### src/rtl/color_pkg.sv
// ============================================================================
//  Module   : color_pkg
//  Brief    : Shared types and codes for the colour-sensor scan controller.
//  Revision : 1.0
// ============================================================================
`default_nettype none

package color_pkg;

    typedef enum logic [2:0] {
        ST_IDLE     = 3'd0,
        ST_SETTLE   = 3'd1,
        ST_GATE     = 3'd2,
        ST_STORE    = 3'd3,
        ST_CLASSIFY = 3'd4,
        ST_DONE     = 3'd5
    } state_t;

    typedef enum logic [1:0] {
        CH_RED   = 2'd0,
        CH_GREEN = 2'd1,
        CH_BLUE  = 2'd2,
        CH_CLEAR = 2'd3
    } channel_t;

    // {S2,S3} photodiode filter selection codes
    localparam logic [1:0] c_FILT_RED   = 2'b00;
    localparam logic [1:0] c_FILT_GREEN = 2'b11;
    localparam logic [1:0] c_FILT_BLUE  = 2'b01;
    localparam logic [1:0] c_FILT_CLEAR = 2'b10;

    localparam logic [1:0] c_COLOR_NONE  = 2'd0;
    localparam logic [1:0] c_COLOR_RED   = 2'd1;
    localparam logic [1:0] c_COLOR_GREEN = 2'd2;
    localparam logic [1:0] c_COLOR_BLUE  = 2'd3;

    function automatic logic [1:0] filter_code(input channel_t ch);
        case (ch)
            CH_RED:   return c_FILT_RED;
            CH_GREEN: return c_FILT_GREEN;
            CH_BLUE:  return c_FILT_BLUE;
            default:  return c_FILT_CLEAR;
        endcase
    endfunction

endpackage

`default_nettype wire

### src/rtl/edge_counter.sv
// ============================================================================
//  Module   : edge_counter
//  Brief    : Synchronises an asynchronous square wave and counts its rising
//             edges into a saturating counter with clear and enable.
//  Revision : 1.0
// ============================================================================
`default_nettype none

module edge_counter #(
    parameter int unsigned CNT_W = 16
) (
    input  logic             clk,
    input  logic             rst,
    input  logic             i_freq,
    input  logic             i_clear,
    input  logic             i_en,
    output logic [CNT_W-1:0] o_count
);

    logic             r_sync1;
    logic             r_sync2;
    logic             r_last;
    logic [CNT_W-1:0] r_count;
    logic             w_edge;

    assign w_edge = r_sync2 & ~r_last;

    always_ff @(posedge clk) begin
        if (rst) begin
            r_sync1 <= 1'b0;
            r_sync2 <= 1'b0;
            r_last  <= 1'b0;
        end else begin
            r_sync1 <= i_freq;
            r_sync2 <= r_sync1;
            r_last  <= r_sync2;
        end
    end

    // Counter sticks at all-ones rather than wrapping
    always_ff @(posedge clk) begin
        if (rst || i_clear) begin
            r_count <= '0;
        end else if (i_en && w_edge && (r_count != {CNT_W{1'b1}})) begin
            r_count <= r_count + 1'b1;
        end
    end

    assign o_count = r_count;

endmodule

`default_nettype wire

### src/rtl/color_scan_controller.sv
// ============================================================================
//  Module   : color_scan_controller
//  Brief    : Steps a TCS3200-style sensor through R/G/B/C filters, counts
//             edges per filter, and classifies the dominant colour.
//  Revision : 1.0
// ============================================================================
`default_nettype none

module color_scan_controller
    import color_pkg::*;
#(
    parameter int unsigned GATE_CYCLES   = 100000,
    parameter int unsigned SETTLE_CYCLES = 1000,
    parameter int unsigned CNT_W         = 16,
    parameter int unsigned MIN_CLEAR     = 20
) (
    input  logic             clk,
    input  logic             rst,
    input  logic             start,
    input  logic             freq_in,
    output logic             sensor_en,
    output logic             s2,
    output logic             s3,
    output logic             busy,
    output logic             done,
    output logic [CNT_W-1:0] red_cnt,
    output logic [CNT_W-1:0] green_cnt,
    output logic [CNT_W-1:0] blue_cnt,
    output logic [CNT_W-1:0] clear_cnt,
    output logic [1:0]       color_id
);

    localparam int unsigned c_TMR_MAX = (GATE_CYCLES > SETTLE_CYCLES) ? GATE_CYCLES : SETTLE_CYCLES;
    localparam int          c_TMR_W   = $clog2(c_TMR_MAX + 1);

    state_t             r_state;
    state_t             w_next_state;
    channel_t           r_channel;
    logic [c_TMR_W-1:0] r_timer;
    logic [CNT_W-1:0]   r_red_cnt;
    logic [CNT_W-1:0]   r_green_cnt;
    logic [CNT_W-1:0]   r_blue_cnt;
    logic [CNT_W-1:0]   r_clear_cnt;
    logic [1:0]         r_color;

    logic               w_settle_last;
    logic               w_gate_last;
    logic               w_cnt_clear;
    logic               w_cnt_en;
    logic [CNT_W-1:0]   w_count;
    logic [1:0]         w_color;
    logic [1:0]         w_filter;

    assign w_settle_last = (r_timer == c_TMR_W'(SETTLE_CYCLES - 1));
    assign w_gate_last   = (r_timer == c_TMR_W'(GATE_CYCLES - 1));
    // Counter is zeroed on the last settle cycle so it starts clean in GATE
    assign w_cnt_clear   = (r_state == ST_SETTLE) && w_settle_last;
    assign w_cnt_en      = (r_state == ST_GATE);

    edge_counter #(
        .CNT_W (CNT_W)
    ) u_edge_counter (
        .clk     (clk),
        .rst     (rst),
        .i_freq  (freq_in),
        .i_clear (w_cnt_clear),
        .i_en    (w_cnt_en),
        .o_count (w_count)
    );

    always_comb begin
        w_next_state = r_state;
        case (r_state)
            ST_IDLE:     if (start) w_next_state = ST_SETTLE;
            ST_SETTLE:   if (w_settle_last) w_next_state = ST_GATE;
            ST_GATE:     if (w_gate_last) w_next_state = ST_STORE;
            ST_STORE:    w_next_state = (r_channel == CH_CLEAR) ? ST_CLASSIFY : ST_SETTLE;
            ST_CLASSIFY: w_next_state = ST_DONE;
            ST_DONE:     w_next_state = ST_IDLE;
            default:     w_next_state = ST_IDLE;
        endcase
    end

    always_ff @(posedge clk) begin
        if (rst) begin
            r_state   <= ST_IDLE;
            r_channel <= CH_RED;
            r_timer   <= '0;
        end else begin
            r_state <= w_next_state;
            r_timer <= (w_next_state != r_state) ? '0 : r_timer + 1'b1;
            if (r_state == ST_IDLE && start) begin
                r_channel <= CH_RED;
            end else if (r_state == ST_STORE && r_channel != CH_CLEAR) begin
                r_channel <= channel_t'(r_channel + 2'd1);
            end
        end
    end

    // Tie priority: green beats red beats blue
    always_comb begin
        w_color = c_COLOR_NONE;
        if (32'(r_clear_cnt) >= MIN_CLEAR) begin
            if (r_green_cnt >= r_red_cnt && r_green_cnt >= r_blue_cnt) begin
                w_color = c_COLOR_GREEN;
            end else if (r_red_cnt >= r_blue_cnt) begin
                w_color = c_COLOR_RED;
            end else begin
                w_color = c_COLOR_BLUE;
            end
        end
    end

    always_ff @(posedge clk) begin
        if (rst) begin
            r_red_cnt   <= '0;
            r_green_cnt <= '0;
            r_blue_cnt  <= '0;
            r_clear_cnt <= '0;
            r_color     <= c_COLOR_NONE;
        end else if (r_state == ST_STORE) begin
            case (r_channel)
                CH_RED:   r_red_cnt   <= w_count;
                CH_GREEN: r_green_cnt <= w_count;
                CH_BLUE:  r_blue_cnt  <= w_count;
                default:  r_clear_cnt <= w_count;
            endcase
        end else if (r_state == ST_CLASSIFY) begin
            r_color <= w_color;
        end
    end

    assign w_filter  = (r_state == ST_IDLE) ? 2'b00 : filter_code(r_channel);
    assign s2        = w_filter[1];
    assign s3        = w_filter[0];
    assign busy      = (r_state != ST_IDLE);
    assign sensor_en = (r_state != ST_IDLE);
    assign done      = (r_state == ST_DONE);
    assign red_cnt   = r_red_cnt;
    assign green_cnt = r_green_cnt;
    assign blue_cnt  = r_blue_cnt;
    assign clear_cnt = r_clear_cnt;
    assign color_id  = r_color;

endmodule

`default_nettype wire
### config.mk
export PLATFORM = sky130hd
export DESIGN_NAME = color_scan_controller
export DESIGN_NICKNAME = d
export VERILOG_FILES = /design/src/rtl/color_pkg.sv /design/src/rtl/edge_counter.sv /design/src/rtl/color_scan_controller.sv
export SDC_FILE = /design/constraint.sdc
export NUM_CORES = 1
export LEC_CHECK = 0
export ABC_AREA = 1
export CAP_MARGIN = 25
export CORE_ASPECT_RATIO = 1.75
export CORE_UTILIZATION = 50
export CTS_CLUSTER_SIZE = 8
export DETAILED_ROUTE_END_ITERATION = 8
export PLACE_DENSITY = 0.84
export SYNTH_ARGS = -nofsm -noshare
export SYNTH_HDL_FRONTEND = slang
export SYNTH_HIERARCHICAL = 1
export SYNTH_SLANG_ARGS = --single-unit
### constraint.sdc
create_clock -name clk -period 1.67 [get_ports clk]
set_input_delay 0.334 -clock clk [delete_from_list [all_inputs] [get_ports clk]]
set_output_delay 0.334 -clock clk [all_outputs]
set_load 0.005 [all_outputs]
==> results.md <==
- Final Cycle Share: 108%
- IO Count: 75
- Clock Sinks: 107
- Dpl cell area: 6980 sq um
- Sequential cell area fraction in the yosys report: 37.4%
- DP Wirelength: 11400 microns
- Drt first pass iters: 6
- Cell Rows: 51
- Final Hold Fails: 0
- Cell Pwr Density: 622 nW/um^2
- Synth Register Bits: 107
- Global route hottest layer: met2
- CTS H-tree depth: 3
- Worst Path Arrival: 2040 ps
- Peak VDD IR: roughly 0.6 mV
- Cells on worst reg2reg path: 11
- Root Driver: clkbuf_16
- Highest Clock Rate: 557 MHz
- Max Cap Viol: 0
- CP Class: flip-flop to flip-flop
- Final TNS setup: -208 ps
- Slew HR: 72.6%
- Final antenna diode count: 0
- Mapped Cells: 776
- Fillcell total: 798
- CTS Hold Bufs: 0
- Gr ovfl total: 0
- Commonest non-fill, non-tap cells in the layout: nand2_1 (129), a21oi_1 (98), dfxtp_1 (72), inv_1 (68), clkdlybuf4s50_1 (65)
- NumNets Final: 961
- Status: finished with violations
- Full die area: ~12000 sq um
- Final Setup Violations: 3
- Global-route wire length before repair: 25800 microns
- Failing checks: setup timing
- Met3 usage in global routing: approximately 5%
- RSZ-0062 raised after global routing: yes
- Worst-Margin Slew: 408 ps
- Post-Syn Area: 5720 sq um
- Post-Syn Nets: 834
- Critical path capture point type: flip-flop
- Crit path time final: 1800 ps
- Hold Crit Class: flip-flop to flip-flop
- Unique masters post-synth: 33
- CTS buffer count: 9
- Post-route cell area: 7850 sq um
- Initial drt markers: around 470
- Critical Path RT: 1910 ps
- Final WS setup: -126 ps
- Clock buffer depth: 2
- Final ANT Viol Nets: 0
- Die height: 144 microns
- Share of post-route cells with drive strength above 1: 25.8%
- Vias in the first global route: 5690
- Clk_lat worst skew: 350 ps
- Worst-path fanout max: 6
- Yosys warnings: 6
- Global-route usage over all layers: 26.8%
- Skew final: 8.07 ps
- Core Region: 11100 sq um
- Hold Crit Depth: 2
- Sequential Area: 2210 sq um
- Slew Viols, Final: 0
- Reg clk slew, reported paths: approximately 70 ps
- Die width: a little over 80 microns
- Gpl congestion: 0.874
- Routed WL per cell: between 15 and 20 microns
- Initial Util: 51.5%
- Average size of a mapped cell: 7.37 sq um
- CTS tree: done
- Largest net degree at the start of global routing: 35
- Commonest non-fill, non-tap cell in the layout: nand2_1
- Lkg Pwr: 0.00319 uW
- Met2 Use GR: between 50 and 60%
- Via Count: 5939
- Detailed-route DRC error count: 0
- Startpoint types: flip-flop
- GR met1 Demand/Resource: about 26%
- IO Port Bufs: 74
- Post-Route WL: 17200 microns
- Initial antenna violation count: 0
- Post-DR vias/cell: 5.71
- Area Growth Syn to Fin: 37.2%
- Multi-input logic area: 3520 sq um
- Worst slack, placed: -68.4 ps
-- cells in the mapped netlist --
cell | count | share of area (%)
nand4_1 | 7 | 0.77
a31oi_1 | 2 | 0.22
clkbuf_1 | 21 | 1.4
and3_4 | 1 | 0.20
a211oi_1 | 1 | 0.13
o21bai_1 | 2 | 0.26
ha_1 | 54 | 12
a21o_1 | 2 | 0.26
nor2_2 | 12 | 1.3
inv_1 | 83 | 5.4
inv_2 | 4 | 0.26
xor2_1 | 12 | 1.8
nand4_4 | 1 | 0.37
buf_6 | 3 | 0.59
nand3_1 | 62 | 5.4
nand2_2 | 3 | 0.33
dfxtp_1 | 107 | 37
nor4_1 | 5 | 0.55
nor3_1 | 9 | 0.79
a21oi_1 | 102 | 8.9
nand3b_4 | 1 | 0.35
nand2_1 | 152 | 10
o21ai_0 | 38 | 3.3
nor2_4 | 7 | 1.4
nand3_2 | 2 | 0.35
nor2_1 | 74 | 4.9
nor4_2 | 1 | 0.22
o21a_1 | 1 | 0.13
xnor2_1 | 3 | 0.46
buf_4 | 1 | 0.13
buf_2 | 1 | 0.087
or2_1 | 1 | 0.11
buf_12 | 1 | 0.35
-- layer usage --
metal	routed length [microns]	vias up	part of all wire [%]
li1	-	2799	-
met1	6020	2782	35
met2	9260	261	54
met3	887	97	5.2
met4	1050	0	6.1
met5	0	-	0
-- layout make-up --
type                    instances  area share [%]
well taps                     132            2.10
inverters                      87            4.29
flip-flops and latches        107            28.1
multi-input cells             555            44.8
clock inverters                 2           0.223
repair buffers                143            17.0
clock buffers                  14            3.49
-- worst max-delay path: stages (launching register included) --
cell and delay [ps]:
dfxtp_4 370, buf_6 130, nand3_2 120, inv_1 100, nand2_2 70, nor2_4 190, buf_6 160, nand2_1 80
nor2_1 190, nand3_1 140, nand2_2 90, nor2_1 50
-- power breakdown --
part / internal (uW) / switching (uW)
clock: 1140 / 948
combinational: 100 / 127
sequential: 2550 / 12.6
total: 3790 / 1090
-- what timing repair did --
action / 4_1_cts / 5_1_grt
buffers inserted: 5 / 1
cloned: 0 / 2
gates resized for setup: 48 / 124
endpoints found under the setup margin: 32 / 50
pin swaps: 8 / 39
-- registers in the layout, indices dropped and copies added (netlist names) --
signal and cells:
blue_cnt 16, u_edge_counter/r_sync2 1, u_edge_counter/r_last 1, u_edge_counter/o_count 16, clear_cnt 16, r_state 3, green_cnt 16, r_channel 2
r_timer 17, red_cnt 16, color_id 2, u_edge_counter/r_sync1 1
-- logic make-up after synthesis --
logic type | Yosys count | share of synthesized area [%]
compound gates | 148 | 13.3
xor+xnor | 15 | 2.30
fa+ha+maj | 54 | 11.8
buf+inv | 114 | 8.24
flops | 107 | 37.4
simple gates | 338 | 27.0
-- metrics by stage --
stage,std cells,total power [uW],utilization [%],hold slack [ps]
after floorplan,776,2750,-,388
after global placement,1016,2800,62.8,389
after detailed placement,1016,2800,62.8,399
after CTS,1037,4860,66.9,410
after global routing,1040,5020,70.7,421
final,1040,4880,70.7,408
-- worst paths after layout --
path,start,to,slack (ps)
worst max-delay path,r_state[1],u_edge_counter/o_count[4],-130
worst min-delay path,u_edge_counter/r_sync1,u_edge_counter/r_sync2,410
worst max register to register,r_state[1],u_edge_counter/o_count[4],-130
worst min register to register,u_edge_counter/r_sync1,u_edge_counter/r_sync2,410
Power figures use the tool's default switching activity.
